File: config.mk
export PLATFORM = sky130hd
export DESIGN_NAME = multicycle_controller_flat
export DESIGN_NICKNAME = d
export VERILOG_FILES = /design/src/rtl/multicycle_controller_pkg.sv /design/src/rtl/multicycle_controller_if.sv /design/src/rtl/multicycle_controller_decode.sv /design/src/rtl/multicycle_controller.sv /design/src/flat_wrapper.sv
export SDC_FILE = /design/constraint.sdc
export NUM_CORES = 1
export LEC_CHECK = 0
export CAP_MARGIN = 10
export CORE_ASPECT_RATIO = 1.75
export CORE_MARGIN = 1.5
export CORE_UTILIZATION = 45
export DETAILED_ROUTE_END_ITERATION = 8
export PLACE_DENSITY = 0.78
export SLEW_MARGIN = 30
export SYNTH_ARGS = -nofsm -noshare
export SYNTH_HDL_FRONTEND = slang
export SYNTH_SLANG_ARGS = --single-unit
File: constraint.sdc
create_clock -name Clk -period 2.05 [get_ports Clk]
set_input_delay 0.41 -clock Clk [delete_from_list [all_inputs] [get_ports Clk]]
set_output_delay 0.41 -clock Clk [all_outputs]
set_load 0.03 [all_outputs]
File: src/rtl/multicycle_controller_pkg.sv
// Shared encodings for the multicycle MIPS control FSM and its output decoder:
// state codes, opcodes, ALU request codes, ALU B-operand selects and the control vector.
package mips_ctrl_pkg;

  localparam logic [3:0] S_IDLE     = 4'd0;
  localparam logic [3:0] S_FETCH    = 4'd1;
  localparam logic [3:0] S_DECODE   = 4'd2;
  localparam logic [3:0] S_EXEC_R   = 4'd3;
  localparam logic [3:0] S_EXEC_I   = 4'd4;
  localparam logic [3:0] S_ALU_WB   = 4'd5;
  localparam logic [3:0] S_MEM_ADDR = 4'd6;
  localparam logic [3:0] S_MEM_RD   = 4'd7;
  localparam logic [3:0] S_MEM_WB   = 4'd8;
  localparam logic [3:0] S_MEM_WR   = 4'd9;
  localparam logic [3:0] S_BRANCH   = 4'd10;
  localparam logic [3:0] S_JUMP     = 4'd11;
  localparam logic [3:0] S_HALT     = 4'd12;

  localparam logic [1:0] CLASS_R = 2'b00;
  localparam logic [1:0] CLASS_I = 2'b01;

  localparam logic [5:0] OP_LW   = 6'b100000;
  localparam logic [5:0] OP_SW   = 6'b100001;
  localparam logic [5:0] OP_BEQ  = 6'b110000;
  localparam logic [5:0] OP_BNE  = 6'b110001;
  localparam logic [5:0] OP_J    = 6'b110010;
  localparam logic [5:0] OP_HALT = 6'b111111;

  localparam logic [3:0] ALU_ADD  = 4'b0000;
  localparam logic [3:0] ALU_SUB  = 4'b0001;
  localparam logic [3:0] ALU_FUNC = 4'b0010;

  localparam logic [1:0] SRCB_ONE   = 2'd0;
  localparam logic [1:0] SRCB_REG_B = 2'd1;
  localparam logic [1:0] SRCB_JUMP  = 2'd2;
  localparam logic [1:0] SRCB_IMM   = 2'd3;

  typedef struct packed {
    logic       pc_source;
    logic       pc_write;
    logic       beq_control;
    logic       bne_control;
    logic [3:0] alu_op;
    logic       alu_src_a;
    logic [1:0] alu_src_b;
    logic       ir_write;
    logic       rf_write;
    logic       mdr_write;
    logic       dmem_write;
    logic       mem_to_reg;
    logic       immed_addr;
    logic       read_data_src1;
    logic       read_data_src2;
  } ctrl_t;

  function automatic logic op_is_legal(input logic [5:0] op);
    return (op[5:4] == CLASS_R) || (op[5:4] == CLASS_I) ||
           (op == OP_LW) || (op == OP_SW) || (op == OP_BEQ) ||
           (op == OP_BNE) || (op == OP_J) || (op == OP_HALT);
  endfunction

endpackage

File: src/rtl/multicycle_controller_if.sv
// Control bus between the multicycle controller (master) and the datapath (slave).
interface multicycle_controller_if #(
  parameter int OpcodeSize = 6,
  parameter int ALUOpSize  = 4,
  parameter int CountSize  = 16
);
  logic [OpcodeSize-1:0] Opcode;
  logic                  PCSource;
  logic                  PCWrite;
  logic                  BEQcontrol;
  logic                  BNEcontrol;
  logic [ALUOpSize-1:0]  AluOp;
  logic                  AluSrcA;
  logic [1:0]            AluSrcB;
  logic                  IRWrite;
  logic                  RFWrite;
  logic                  MDRWrite;
  logic                  DMemWrite;
  logic                  MemToReg;
  logic                  ImmedAddr;
  logic                  ReadDataSrc1;
  logic                  ReadDataSrc2;
  logic                  Halted;
  logic                  IllegalOp;
  logic [CountSize-1:0]  InstrRetired;

  modport master (
    input  Opcode,
    output PCSource, PCWrite, BEQcontrol, BNEcontrol, AluOp, AluSrcA, AluSrcB,
           IRWrite, RFWrite, MDRWrite, DMemWrite, MemToReg, ImmedAddr,
           ReadDataSrc1, ReadDataSrc2, Halted, IllegalOp, InstrRetired
  );

  modport slave (
    output Opcode,
    input  PCSource, PCWrite, BEQcontrol, BNEcontrol, AluOp, AluSrcA, AluSrcB,
           IRWrite, RFWrite, MDRWrite, DMemWrite, MemToReg, ImmedAddr,
           ReadDataSrc1, ReadDataSrc2, Halted, IllegalOp, InstrRetired
  );
endinterface

File: src/rtl/multicycle_controller_decode.sv
// Combinational state + opcode to datapath control-vector decoder.
module ctrl_output_decode
  import mips_ctrl_pkg::*;
(
  input  logic [3:0] state_i,
  input  logic [5:0] opcode_i,
  output ctrl_t      ctrl_o
);

  logic is_r;
  logic is_i;

  assign is_r = (opcode_i[5:4] == CLASS_R);
  assign is_i = (opcode_i[5:4] == CLASS_I);

  always_comb begin
    ctrl_o = '0;
    // Register-file read selects follow the IR in every active state.
    if (state_i != S_IDLE) begin
      ctrl_o.read_data_src1 = is_r || is_i || (opcode_i == OP_LW);
      ctrl_o.read_data_src2 = is_r;
    end
    case (state_i)
      S_FETCH: begin
        ctrl_o.ir_write  = 1'b1;
        ctrl_o.pc_write  = 1'b1;
        ctrl_o.alu_src_b = SRCB_ONE;
        ctrl_o.alu_op    = ALU_ADD;
      end
      S_DECODE: begin
        ctrl_o.alu_src_b = SRCB_IMM;
        ctrl_o.alu_op    = ALU_ADD;
      end
      S_EXEC_R: begin
        ctrl_o.alu_src_a = 1'b1;
        ctrl_o.alu_src_b = SRCB_REG_B;
        ctrl_o.alu_op    = ALU_FUNC;
      end
      S_EXEC_I: begin
        ctrl_o.alu_src_a = 1'b1;
        ctrl_o.alu_src_b = SRCB_IMM;
        ctrl_o.alu_op    = ALU_FUNC;
      end
      S_ALU_WB: ctrl_o.rf_write = 1'b1;
      S_MEM_ADDR: begin
        ctrl_o.alu_src_a = 1'b1;
        ctrl_o.alu_src_b = SRCB_IMM;
        ctrl_o.alu_op    = ALU_ADD;
      end
      S_MEM_RD: begin
        ctrl_o.immed_addr = 1'b1;
        ctrl_o.mdr_write  = 1'b1;
      end
      S_MEM_WB: begin
        ctrl_o.rf_write   = 1'b1;
        ctrl_o.mem_to_reg = 1'b1;
      end
      S_MEM_WR: begin
        ctrl_o.immed_addr = 1'b1;
        ctrl_o.dmem_write = 1'b1;
      end
      S_BRANCH: begin
        ctrl_o.alu_src_a   = 1'b1;
        ctrl_o.alu_src_b   = SRCB_REG_B;
        ctrl_o.alu_op      = ALU_SUB;
        ctrl_o.pc_source   = 1'b1;
        ctrl_o.beq_control = (opcode_i == OP_BEQ);
        ctrl_o.bne_control = (opcode_i == OP_BNE);
      end
      S_JUMP: begin
        ctrl_o.alu_src_b = SRCB_JUMP;
        ctrl_o.alu_op    = ALU_ADD;
        ctrl_o.pc_write  = 1'b1;
      end
      default: ;
    endcase
  end

endmodule

File: src/rtl/multicycle_controller.sv
// Multicycle MIPS control FSM: state register, next-state logic, sticky halt/illegal
// status and the retired-instruction counter; control outputs come from ctrl_output_decode.
module multicycle_controller
  import mips_ctrl_pkg::*;
#(
  parameter int OpcodeSize = 6,
  parameter int ALUOpSize  = 4,
  parameter int CountSize  = 16
) (
  input  logic                   Clk,
  input  logic                   Reset,
  multicycle_controller_if.master bus
);

  logic [3:0]           state_q, state_d;
  logic                 illegal_q, illegal_d;
  logic                 halt_retired_q;
  logic [CountSize-1:0] count_q;
  logic                 retire;
  logic [5:0]           opcode;
  ctrl_t                ctrl;

  assign opcode = 6'(bus.Opcode);

  always_comb begin
    state_d = state_q;
    case (state_q)
      S_IDLE:   state_d = S_FETCH;
      S_FETCH:  state_d = S_DECODE;
      S_DECODE: begin
        if (opcode[5:4] == CLASS_R)                     state_d = S_EXEC_R;
        else if (opcode[5:4] == CLASS_I)                state_d = S_EXEC_I;
        else if (opcode == OP_LW || opcode == OP_SW)    state_d = S_MEM_ADDR;
        else if (opcode == OP_BEQ || opcode == OP_BNE)  state_d = S_BRANCH;
        else if (opcode == OP_J)                        state_d = S_JUMP;
        else if (opcode == OP_HALT)                     state_d = S_HALT;
        else                                            state_d = S_FETCH;
      end
      S_EXEC_R, S_EXEC_I: state_d = S_ALU_WB;
      S_MEM_ADDR: state_d = (opcode == OP_LW) ? S_MEM_RD : S_MEM_WR;
      S_MEM_RD:   state_d = S_MEM_WB;
      S_ALU_WB, S_MEM_WB, S_MEM_WR, S_BRANCH, S_JUMP: state_d = S_FETCH;
      S_HALT:     state_d = S_HALT;
      default:    state_d = S_IDLE;
    endcase
  end

  assign illegal_d = illegal_q || ((state_q == S_DECODE) && !op_is_legal(opcode));

  // HALT counts once, on its first cycle; it never leaves except through reset.
  assign retire = (state_q inside {S_ALU_WB, S_MEM_WB, S_MEM_WR, S_BRANCH, S_JUMP}) ||
                  ((state_q == S_HALT) && !halt_retired_q);

  always_ff @(posedge Clk or negedge Reset) begin
    if (!Reset) begin
      state_q        <= S_IDLE;
      illegal_q      <= 1'b0;
      halt_retired_q <= 1'b0;
      count_q        <= '0;
    end else begin
      state_q        <= state_d;
      illegal_q      <= illegal_d;
      halt_retired_q <= halt_retired_q || (state_q == S_HALT);
      if (retire) count_q <= count_q + 1'b1;
    end
  end

  ctrl_output_decode u_decode (
    .state_i  (state_q),
    .opcode_i (opcode),
    .ctrl_o   (ctrl)
  );

  assign bus.PCSource     = ctrl.pc_source;
  assign bus.PCWrite      = ctrl.pc_write;
  assign bus.BEQcontrol   = ctrl.beq_control;
  assign bus.BNEcontrol   = ctrl.bne_control;
  assign bus.AluOp        = ALUOpSize'(ctrl.alu_op);
  assign bus.AluSrcA      = ctrl.alu_src_a;
  assign bus.AluSrcB      = ctrl.alu_src_b;
  assign bus.IRWrite      = ctrl.ir_write;
  assign bus.RFWrite      = ctrl.rf_write;
  assign bus.MDRWrite     = ctrl.mdr_write;
  assign bus.DMemWrite    = ctrl.dmem_write;
  assign bus.MemToReg     = ctrl.mem_to_reg;
  assign bus.ImmedAddr    = ctrl.immed_addr;
  assign bus.ReadDataSrc1 = ctrl.read_data_src1;
  assign bus.ReadDataSrc2 = ctrl.read_data_src2;
  assign bus.Halted       = (state_q == S_HALT);
  assign bus.IllegalOp    = illegal_q;
  assign bus.InstrRetired = count_q;

endmodule

File: src/flat_wrapper.sv
// flat-port wrapper written by rule: the top's interface ports become plain ports
module multicycle_controller_flat import mips_ctrl_pkg::*;
#(
  parameter int OpcodeSize = 6,
  parameter int ALUOpSize  = 4,
  parameter int CountSize  = 16
)
  (Clk, Reset, bus_Opcode, bus_PCSource, bus_PCWrite, bus_BEQcontrol, bus_BNEcontrol, bus_AluOp, bus_AluSrcA, bus_AluSrcB, bus_IRWrite, bus_RFWrite, bus_MDRWrite, bus_DMemWrite, bus_MemToReg, bus_ImmedAddr, bus_ReadDataSrc1, bus_ReadDataSrc2, bus_Halted, bus_IllegalOp, bus_InstrRetired);
  multicycle_controller_if #(.OpcodeSize(OpcodeSize), .ALUOpSize(ALUOpSize), .CountSize(CountSize)) bus_i ();
  input  logic Clk;
  input  logic Reset;
  input wire logic [$bits(bus_i.Opcode)-1:0] bus_Opcode;
  output wire logic [$bits(bus_i.PCSource)-1:0] bus_PCSource;
  output wire logic [$bits(bus_i.PCWrite)-1:0] bus_PCWrite;
  output wire logic [$bits(bus_i.BEQcontrol)-1:0] bus_BEQcontrol;
  output wire logic [$bits(bus_i.BNEcontrol)-1:0] bus_BNEcontrol;
  output wire logic [$bits(bus_i.AluOp)-1:0] bus_AluOp;
  output wire logic [$bits(bus_i.AluSrcA)-1:0] bus_AluSrcA;
  output wire logic [$bits(bus_i.AluSrcB)-1:0] bus_AluSrcB;
  output wire logic [$bits(bus_i.IRWrite)-1:0] bus_IRWrite;
  output wire logic [$bits(bus_i.RFWrite)-1:0] bus_RFWrite;
  output wire logic [$bits(bus_i.MDRWrite)-1:0] bus_MDRWrite;
  output wire logic [$bits(bus_i.DMemWrite)-1:0] bus_DMemWrite;
  output wire logic [$bits(bus_i.MemToReg)-1:0] bus_MemToReg;
  output wire logic [$bits(bus_i.ImmedAddr)-1:0] bus_ImmedAddr;
  output wire logic [$bits(bus_i.ReadDataSrc1)-1:0] bus_ReadDataSrc1;
  output wire logic [$bits(bus_i.ReadDataSrc2)-1:0] bus_ReadDataSrc2;
  output wire logic [$bits(bus_i.Halted)-1:0] bus_Halted;
  output wire logic [$bits(bus_i.IllegalOp)-1:0] bus_IllegalOp;
  output wire logic [$bits(bus_i.InstrRetired)-1:0] bus_InstrRetired;
  assign bus_i.Opcode = bus_Opcode;
  assign bus_PCSource = bus_i.PCSource;
  assign bus_PCWrite = bus_i.PCWrite;
  assign bus_BEQcontrol = bus_i.BEQcontrol;
  assign bus_BNEcontrol = bus_i.BNEcontrol;
  assign bus_AluOp = bus_i.AluOp;
  assign bus_AluSrcA = bus_i.AluSrcA;
  assign bus_AluSrcB = bus_i.AluSrcB;
  assign bus_IRWrite = bus_i.IRWrite;
  assign bus_RFWrite = bus_i.RFWrite;
  assign bus_MDRWrite = bus_i.MDRWrite;
  assign bus_DMemWrite = bus_i.DMemWrite;
  assign bus_MemToReg = bus_i.MemToReg;
  assign bus_ImmedAddr = bus_i.ImmedAddr;
  assign bus_ReadDataSrc1 = bus_i.ReadDataSrc1;
  assign bus_ReadDataSrc2 = bus_i.ReadDataSrc2;
  assign bus_Halted = bus_i.Halted;
  assign bus_IllegalOp = bus_i.IllegalOp;
  assign bus_InstrRetired = bus_i.InstrRetired;
  multicycle_controller #(.OpcodeSize(OpcodeSize), .ALUOpSize(ALUOpSize), .CountSize(CountSize)) u_core (.Clk(Clk), .Reset(Reset), .bus(bus_i));
endmodule
**After elaboration in Yosys (flattened, before gate mapping)**

Index checks and enable logic that the tools add are counted.

- Add/sub/neg operators: 1
- Equal/unequal tests: 19
- Mux-type cells: 21
- Reduce and logical (&&, ||, !) cells: 28

Operators with widths:

| operator | number |
|---|---|
| $eq A6 B6 Y1 const B | 6 |
| $mux W4 | 7 |
| $pmux W4 S7 | 1 |
| $eq A4 B4 Y1 const B | 5 |
| $add A16 B1 Y16 const B | 1 |
| $eq A4 B3 Y1 const B | 4 |
| $logic_or A1 B1 Y1 | 12 |
| $reduce_or A2 Y1 | 5 |
| $mux W1 | 9 |
| $eq A4 B2 Y1 const B | 2 |
| $pmux W2 S3 | 1 |
| $reduce_or A6 Y1 | 1 |
| $reduce_bool A5 Y1 | 1 |
| $eq A4 B1 Y1 const B | 1 |
| $logic_not A4 Y1 | 1 |
| $mux W2 | 2 |
| $pmux W2 S2 | 1 |
| $reduce_bool A4 Y1 | 1 |
| $reduce_or A4 Y1 | 1 |
| $reduce_or A3 Y1 | 1 |
| $eq A2 B1 Y1 const B | 1 |
| $logic_and A1 B1 Y1 | 2 |
| $logic_not A1 Y1 | 2 |
| $logic_not A2 Y1 | 1 |

- Flip-flop bits (word level): 22
- Input bits: 8
- Output and inout bits: 37
- Logic and storage cells: 73

**Logic depth before layout (Yosys ltp)**

Gate-level depths: netlist (run 1).

- Depth in word-level cells: 11
- Gate-level depth with buffers: 5
- Mapped depth without buffers: 4

**Modules after synthesis**

Synthesis (run 1) repeated with hierarchy kept, for this count alone.

- Cell total of the unflattened synthesis: 156
- Area, all modules: 1427.6 µm²

By module, submodules not included:

| module | instances | cells each | area each (µm²) | sequential area each (µm²) |
|---|---|---|---|---|
| multicycle_controller | 1 | 111 | 1136.1 | 550.5 |
| ctrl_output_decode | 1 | 45 | 291.5 | 0.0 |

**Worst setup path after synthesis (run 1)**

Ideal clock, no wire load.

- Path kind: reg-to-output
- Start point: register u_core.state_q[3]
- End point: output port bus_BEQcontrol
- Arrival: 1861 ps
- Data required time: 1640 ps
- Slack: -221 ps
- Stages on the path, launching flop included: 6
- Path buffers: 1
- Path through: dfrtp_1 -> clkbuf_1 -> nand2b_1 -> nor2_1 -> nand4_1 -> nor2_1

- Longest elaborated chain between the ends: 2

RTL lines:

| element | RTL line | text |
|---|---|---|
| from (decl) | multicycle_controller.sv:15 | `logic [3:0] state_q, state_d;` |
| from (signal assigned) | multicycle_controller.sv:61 | `state_q <= state_d;` |
| $eq A4 B4 Y1 | multicycle_controller_decode.sv:23 | `case (state_i)` |
| $mux W2 | multicycle_controller_decode.sv:23 |  |
| to (decl) | flat_wrapper.sv:15 | `output wire logic [$bits(bus_i.BEQcontrol)-1:0] bus_BEQcontrol;` |

No other way between the ends.

**Final worst setup path (run 1)**

- Start point: input port bus_Opcode[1]
- End point: output port bus_ReadDataSrc1

- Longest elaborated chain between the ends: 3

RTL lines:

| element | RTL line | text |
|---|---|---|
| from (decl) | flat_wrapper.sv:12 | `input wire logic [$bits(bus_i.Opcode)-1:0] bus_Opcode;` |
| $eq A6 B6 Y1 | multicycle_controller_decode.sv:20 | `ctrl_o.read_data_src1 = is_r \|\| is_i \|\| (opcode_i == OP_LW);` |
| $logic_or A1 B1 Y1 | multicycle_controller_decode.sv:20 |  |
| $mux W2 | multicycle_controller_decode.sv:19 | `if (state_i != S_IDLE) begin` |
| to (decl) | flat_wrapper.sv:26 | `output wire logic [$bits(bus_i.ReadDataSrc1)-1:0] bus_ReadDataSrc1;` |

No other way between the ends.

==> results of run 1 <==
## metal layers
metal	GRT usage, %	wire, µm	vias up
met4	7.41	59	0
li1	-	-	629
met2	47.5	2210	43
met1	22.2	1280	657
met5	0	0	-
met3	1.66	121	4
## layout by cell type (no fill, tap or decap), types with 4 or more instances in the layout
| cell type | instances |
|---|---|
| and4_1 | 4 |
| buf_4 | 35 |
| clkdlybuf4s50_1 | 20 |
| dfrtp_1 | 20 |
| inv_1 | 5 |
| nand2_1 | 9 |
| nand3_1 | 5 |
| nor2_1 | 13 |
| o21ai_0 | 7 |
| xnor2_1 | 14 |
## state kept, by name, indices dropped and copies added (netlist names)
name                     flops
u_core.bus.IllegalOp         1
u_core.state_q               4
u_core.bus.InstrRetired     16
u_core.halt_retired_q        1
## cells by family after synthesis
logic type,share of synthesized area [%]
other,0.278
flip-flops,40.7
AO/OA/AOI/OAI,13.4
AND/OR/NAND/NOR,27.3
buffers and inverters,5.46
adder cells (fa/ha/maj),0.926
multiplexers,0.833
XOR/XNOR,11.0
## timing repair
item,CTS,global route
buffers inserted,0,3
gates resized for setup,22,8
setup endpoints to repair,5,19
pin swaps,3,2
hold buffers,0,0
## worst paths after layout
path                       slack, ns                                 endpoint                                     from
max                            -0.03                         bus_ReadDataSrc1                            bus_Opcode[1]
min                             0.47  u_core.bus.InstrRetired[15]$_DFFE_PN0P_  u_core.bus.InstrRetired[15]$_DFFE_PN0P_
max reg2reg                     0.17   u_core.bus.InstrRetired[5]$_DFFE_PN0P_              u_core.state_q[0]$_DFF_PN0_
min reg2reg                     0.47  u_core.bus.InstrRetired[15]$_DFFE_PN0P_  u_core.bus.InstrRetired[15]$_DFFE_PN0P_
max in group asynchronous       1.32              u_core.state_q[1]$_DFF_PN0_                                    Reset
min in group asynchronous       0.49  u_core.bus.InstrRetired[12]$_DFFE_PN0P_                                    Reset
## layout make-up
class	instances	area, µm²	share of cell area (%)
multi-input combinational	112	797	40.3
sequential	22	553	28.0
timing repair buffer	60	500	25.3
clock buffer	3	41.3	2.09
tap	28	35.0	1.77
clock inverter	1	30.0	1.52
inverter	5	18.8	0.950
## metrics by stage
step | hold slack, ns | utilization, % | TNS (ns)
2_1_floorplan | 0.114 | - | -0.0768
3_3_place_gp | 0.456 | 63.6 | -1.13
3_5_place_dp | 0.466 | 63.6 | -1.36
4_1_cts | 0.483 | 66.2 | -0.0623
5_1_grt | 0.507 | 68.2 | -0.0824
6_report | 0.473 | 68.2 | -0.0316
## where the power goes
group	switching, µW	total [µW]	leakage [µW]	internal [µW]
clock	140	401	0.0000357	261
combinational	848	1460	0.000562	616
sequential	131	664	0.000286	533
total	1120	2530	0.000884	1410
## cell usage after synthesis (2+ instances only)
cell type  number
nor2b_1         3
o21ai_0         7
o22ai_1         3
nand2_1         9
a21oi_1         2
and3_1          3
and4_1          4
nand4_1         3
nand2b_1        6
nor3b_1         3
nor2_1         15
buf_4           3
dfrtp_1        22
nand3_1         5
inv_1           5
nor3_1          4
or2_2           3
buf_2           2
xnor2_1        14
clkbuf_1        6
a22oi_1         2
xor2_1          3
==> results.tsv, run 1 <==
stage	metric	value	unit
clock_tree	clock_latency	0.26	ns
hold_path	hold_class	reg2reg	
synth	yosys_warnings	0	
synth	synth_area	0.00135	mm²
synth	synth_top_area_share	40.7	%
power	leakage	0.000884	µW
clock_tree	cts_tree	yes	
global_routing	grt_pass1_wl	5820	µm
drt	wl_per_cell	15.9	µm
global_routing	grt_pass1_vias	1333	
floorplan	die_area	0.00335	mm²
synth	yosysUniqueCellTypes	44	
drt	drt-initial-drc-count	31	
worst_setup_path	ff2ff_path_depth	5	
place	post-place-cells	224	
layout	area_delta_synth_final	46.2	%
global_routing	grt_max_degree	23	
layout	fill_cells	240	
status	status	finished with violations	
clock_tree	cts.reportedPaths.clkPinSlew	0.07	ns
global_routing	grt_overflow_total	0	
sta	setup_violations	1	
sta	hold_viol_final	0	
sta	min_period_over_period	102	%
worst_setup_path	crit_cells	5	
floorplan	start_util	46.7	%
power	power.density	1280	mW/mm²
drt	drc	2	
clock_tree	clockRootBuffer	clkbuf_8	
drt	firstDrtPassIters	6	
synth	ys.flop_type	dfrtp_1	
place	postPlaceCellArea	0.00184	mm²
synth	synth_edf_count	0	
global_routing	track_usage	22.7	%
clock_tree	clock_sinks	22	
hold_path	holdPathStages	1	
drt	viasPerCell	5.77	
power	total_power	2530	µW
clock_tree	cts_max_path_buffers	2	
worst_setup_path	worstPathMaxFanout	2	
worst_setup_path	worstPathRequired	1.64	ns
layout	final_cells	231	
synth	ys_async_sr_fraction	100	%
synth	ys_top_cells_by_area	dfrtp_1 41%, xnor2_1 9.1%, nor2_1 4.2%	
layout	antennaDiodeCount	0	
layout	drive_gt1_share	32.5	%
status	failed_checks	design-rule violations, negative setup slack	
worst_setup_path	cpMaxStageDelayCell	or4b_4	
floorplan	die_h	75.5	µm
place	io_buffers	42	
place	hpwl	2720	µm
sta	drv_slew	0	
worst_setup_path	end_kind	primary output	
worst_setup_path	arrival	1.67	ns
worst_setup_path	crit_chain	buf_6 -> or4b_4 -> or3_4 -> a21oi_4 -> buf_6	
drt	wl	3670	µm
power	vdd_drop_max	1.16	mV
floorplan	die_w	44.4	µm
synth	synth_top_cell_by_area	dfrtp_1	
synth	avgSynthCellArea	9.07	µm²
place	gp_congestion	0.834	
worst_setup_path	critPathTopFamily	simple AND/OR/NAND/NOR gates	
worst_setup_path	worst-path-buf-inv	2	
worst_setup_path	startpoint_type	input pin	
drt	antenna_left	0	
clock_tree	numCtsBuffers	3	
floorplan	ios	45	
layout	fin_area	0.00198	mm²
sta	rsz0062_at_grt	yes	
layout	fin_nets	213	
run	drv.max_cap_violation_count	0	
worst_setup_path	worstSetupPathType	in2out	
floorplan	row_count	26	
floorplan	fp.coreArea	0.00290	mm²
synth	yosysSeqAreaShare	40.7	%
global_routing	antenna_found_initial	0	
place	dp_slack	-0.399	ns
sta	fin_ws	-0.0316	ns
sta	fin_crit	2.08	ns
worst_setup_path	slowest_delay	0.53	ns
sta	max_freq	0.480	GHz
worst_setup_path	crit_top_cell	buf_6	
synth	syn_inst	149	
drt	dr_total_vias	1333	
clock_tree	ctsHtreeMaxLevel	1	
synth	ys_ff_latch	22	
sta	fin_skew	0.00660	ns
Note: power is estimated with default switching activity, not from simulation.
==> inputs of run 2 (changes only) <==
CORE_UTILIZATION = 27   (was 45)
PLACE_DENSITY = 0.49   (was 0.78)
==> run 2 against run 1 <==
Net effect:
- the run ends with negative setup slack left
- global-route usage shrank 9.6 points
- sequential power down 1%
- first-iteration DRC count fell by 13%
- cell count increased by 11%
- register-to-register slack about the same
- via count fell by 1.5%
- routed wire length decreased by 5.2%
- critical path depth stayed put
- total power fell by 7.3%
- die area is 63% higher
- critical endpoint unchanged
- largest cell class unchanged
- highest routed layer unchanged
==> results.tsv, run 2 (same netlist as run 1, synthesis figures left out) <==
stage	metric	value	unit
drt	wl_per_cell	13.5	µm
floorplan	die_h	96.6	µm
power	leakage	0.000878	µW
layout	layout_commonest_cell	buf_4	
sta	setup_violations	1	
drt	drt-initial-drc-count	27	
layout	area_delta_synth_final	46.9	%
worst_setup_path	reg2reg_from	u_core.state_q[0]$_DFF_PN0_	
layout	fin_nets	216	
floorplan	ios	45	
global_routing	grt_overflow_total	0	
layout	fill_cells	470	
worst_setup_path	ff2ff_path_depth	4	
worst_setup_path	critPathTopFamily	simple AND/OR/NAND/NOR gates	
clock_tree	numCtsBuffers	3	
power	vdd_drop_max	0.711	mV
sta	worstMarginPinSlew	0.581	ns
layout	largest_reg_flops	16	
floorplan	fp.coreArea	0.00475	mm²
worst_setup_path	slowest_delay	0.52	ns
hold_path	hold_class	reg2reg	
layout	ff_latch_area	553	µm²
global_routing	grt_max_degree	23	
worst_setup_path	arrival	1.66	ns
drt	drc	0	
layout	antennaDiodeCount	0	
place	io_buffers	42	
worst_setup_path	r2r_setup_slack	0.16	ns
drt	dr_total_vias	1313	
status	failed_checks	negative setup slack	
sta	min_period_over_period	101	%
clock_tree	clockRootBuffer	clkbuf_8	
floorplan	row_count	33	
global_routing	antenna_found_initial	0	
worst_setup_path	worstPathMaxFanout	2	
global_routing	grt_pass1_vias	1199	
place	gp_congestion	0.880	
worst_setup_path	cpMaxStageDelayCell	or4b_4	
sta	relSlewSlack	60.7	%
drt	wl	3480	µm
layout	drive_gt1_share	31.2	%
place	postPlaceCellArea	0.00189	mm²
global_routing	grt_pass1_wl	5580	µm
sta	hold_ws	0.474	ns
floorplan	die_area	0.00545	mm²
drt	viasPerCell	5.11	
worst_setup_path	worst-path-buf-inv	2	
floorplan	start_util	28.5	%
worst_setup_path	worstSetupPathType	in2out	
worst_setup_path	worstPathRequired	1.64	ns
sta	fin_crit	2.07	ns
clock_tree	cts_tree	yes	
status	status	finished with violations	
sta	hold_viol_final	0	
hold_path	min_to	u_core.bus.InstrRetired[15]$_DFFE_PN0P_	
sta	max_freq	0.482	GHz
drt	firstDrtPassIters	4	
hold_path	holdPathStages	1	
floorplan	die_w	56.5	µm
worst_setup_path	crit_top_cell	buf_6	
sta	fin_skew	0.00462	ns
layout	layout_common_cells	38 x buf_4, 20 x clkdlybuf4s50_1, 20 x dfrtp_1	
layout	fin_area	0.00199	mm²
clock_tree	clock_latency	0.26	ns
clock_tree	cts_hold_buffers	0	
hold_path	worstHoldStart	u_core.bus.InstrRetired[15]$_DFFE_PN0P_	
power	power.density	1180	mW/mm²
worst_setup_path	startpoint_type	input pin	
clock_tree	ctsHtreeMaxLevel	1	
place	hpwl	2740	µm
sta	rsz0062_at_grt	yes	
sta	fin_ws	-0.0231	ns
worst_setup_path	crit_chain	buf_6 -> or4b_4 -> or3_4 -> a21oi_4 -> buf_6	
clock_tree	clock_sinks	22	
run	drv.max_cap_violation_count	0	
layout	multi_input_area	778	µm²
global_routing	track_usage	13.1	%
clock_tree	cts.reportedPaths.clkPinSlew	0.08	ns
worst_setup_path	end_kind	primary output	
clock_tree	cts_max_path_buffers	2	
drt	antenna_left	0	
worst_setup_path	r2r-end	u_core.bus.InstrRetired[5]$_DFFE_PN0P_	
sta	drv_slew	0	
run 2: how the worst max path moves through the flow:
stage | start | endpoint | cells after the start
2_1_floorplan | u_core.state_q[3]$_DFF_PN0_ | bus_BEQcontrol | 5
3_3_place_gp | bus_Opcode[1] | bus_ReadDataSrc1 | 5
3_5_place_dp | bus_Opcode[1] | bus_ReadDataSrc1 | 5
4_1_cts | bus_Opcode[3] | bus_ReadDataSrc1 | 5
5_1_grt | bus_Opcode[3] | bus_ReadDataSrc1 | 5
6_report | bus_Opcode[3] | bus_ReadDataSrc1 | 5
run 2: power by group:
part | total, µW | internal, µW | switching, µW | leakage [µW]
sequential | 657 | 532 | 125 | 0.000286
combinational | 1420 | 615 | 807 | 0.000570
clock | 266 | 131 | 134 | 0.0000216
run 2: metal layers:
metal  track usage (%)  vias up  wire length (µm)
met5                 0        -                 0
met1              13.5      626              1340
met3              1.60       11               157
met2              25.4       43              1880
met4              6.55        0                99
li1                  -      633                 -
run 2: cell type report:
cell class	instances	area share (%)
Multi-Input combinational cell	112	39.2
Sequential cell	22	27.9
Timing Repair Buffer	63	26.7
Tap cell	52	3.28
Clock buffer	3	2.08
Inverter	5	0.945
run 2: per-stage QoR:
step           setup slack (ns)  util [%]  power, µW  TNS, ns  instances
5_1_grt                 -0.0581      41.8       2510  -0.0600        257
6_report                -0.0231      41.8       2340  -0.0231        257
2_1_floorplan           -0.0768         -       1530  -0.0768        150
3_5_place_dp             -0.385      39.7       2040    -1.39        250
3_3_place_gp             -0.376      39.7       2020    -1.24        250
4_1_cts                 -0.0530      40.9       2320  -0.0994        255
run 2: timing repair:
action                                  4_1_cts  5_1_grt
endpoints found under the setup margin        5        6
gates resized for setup                      21        6
setup buffers                                 2        2
pin swaps                                     3        1
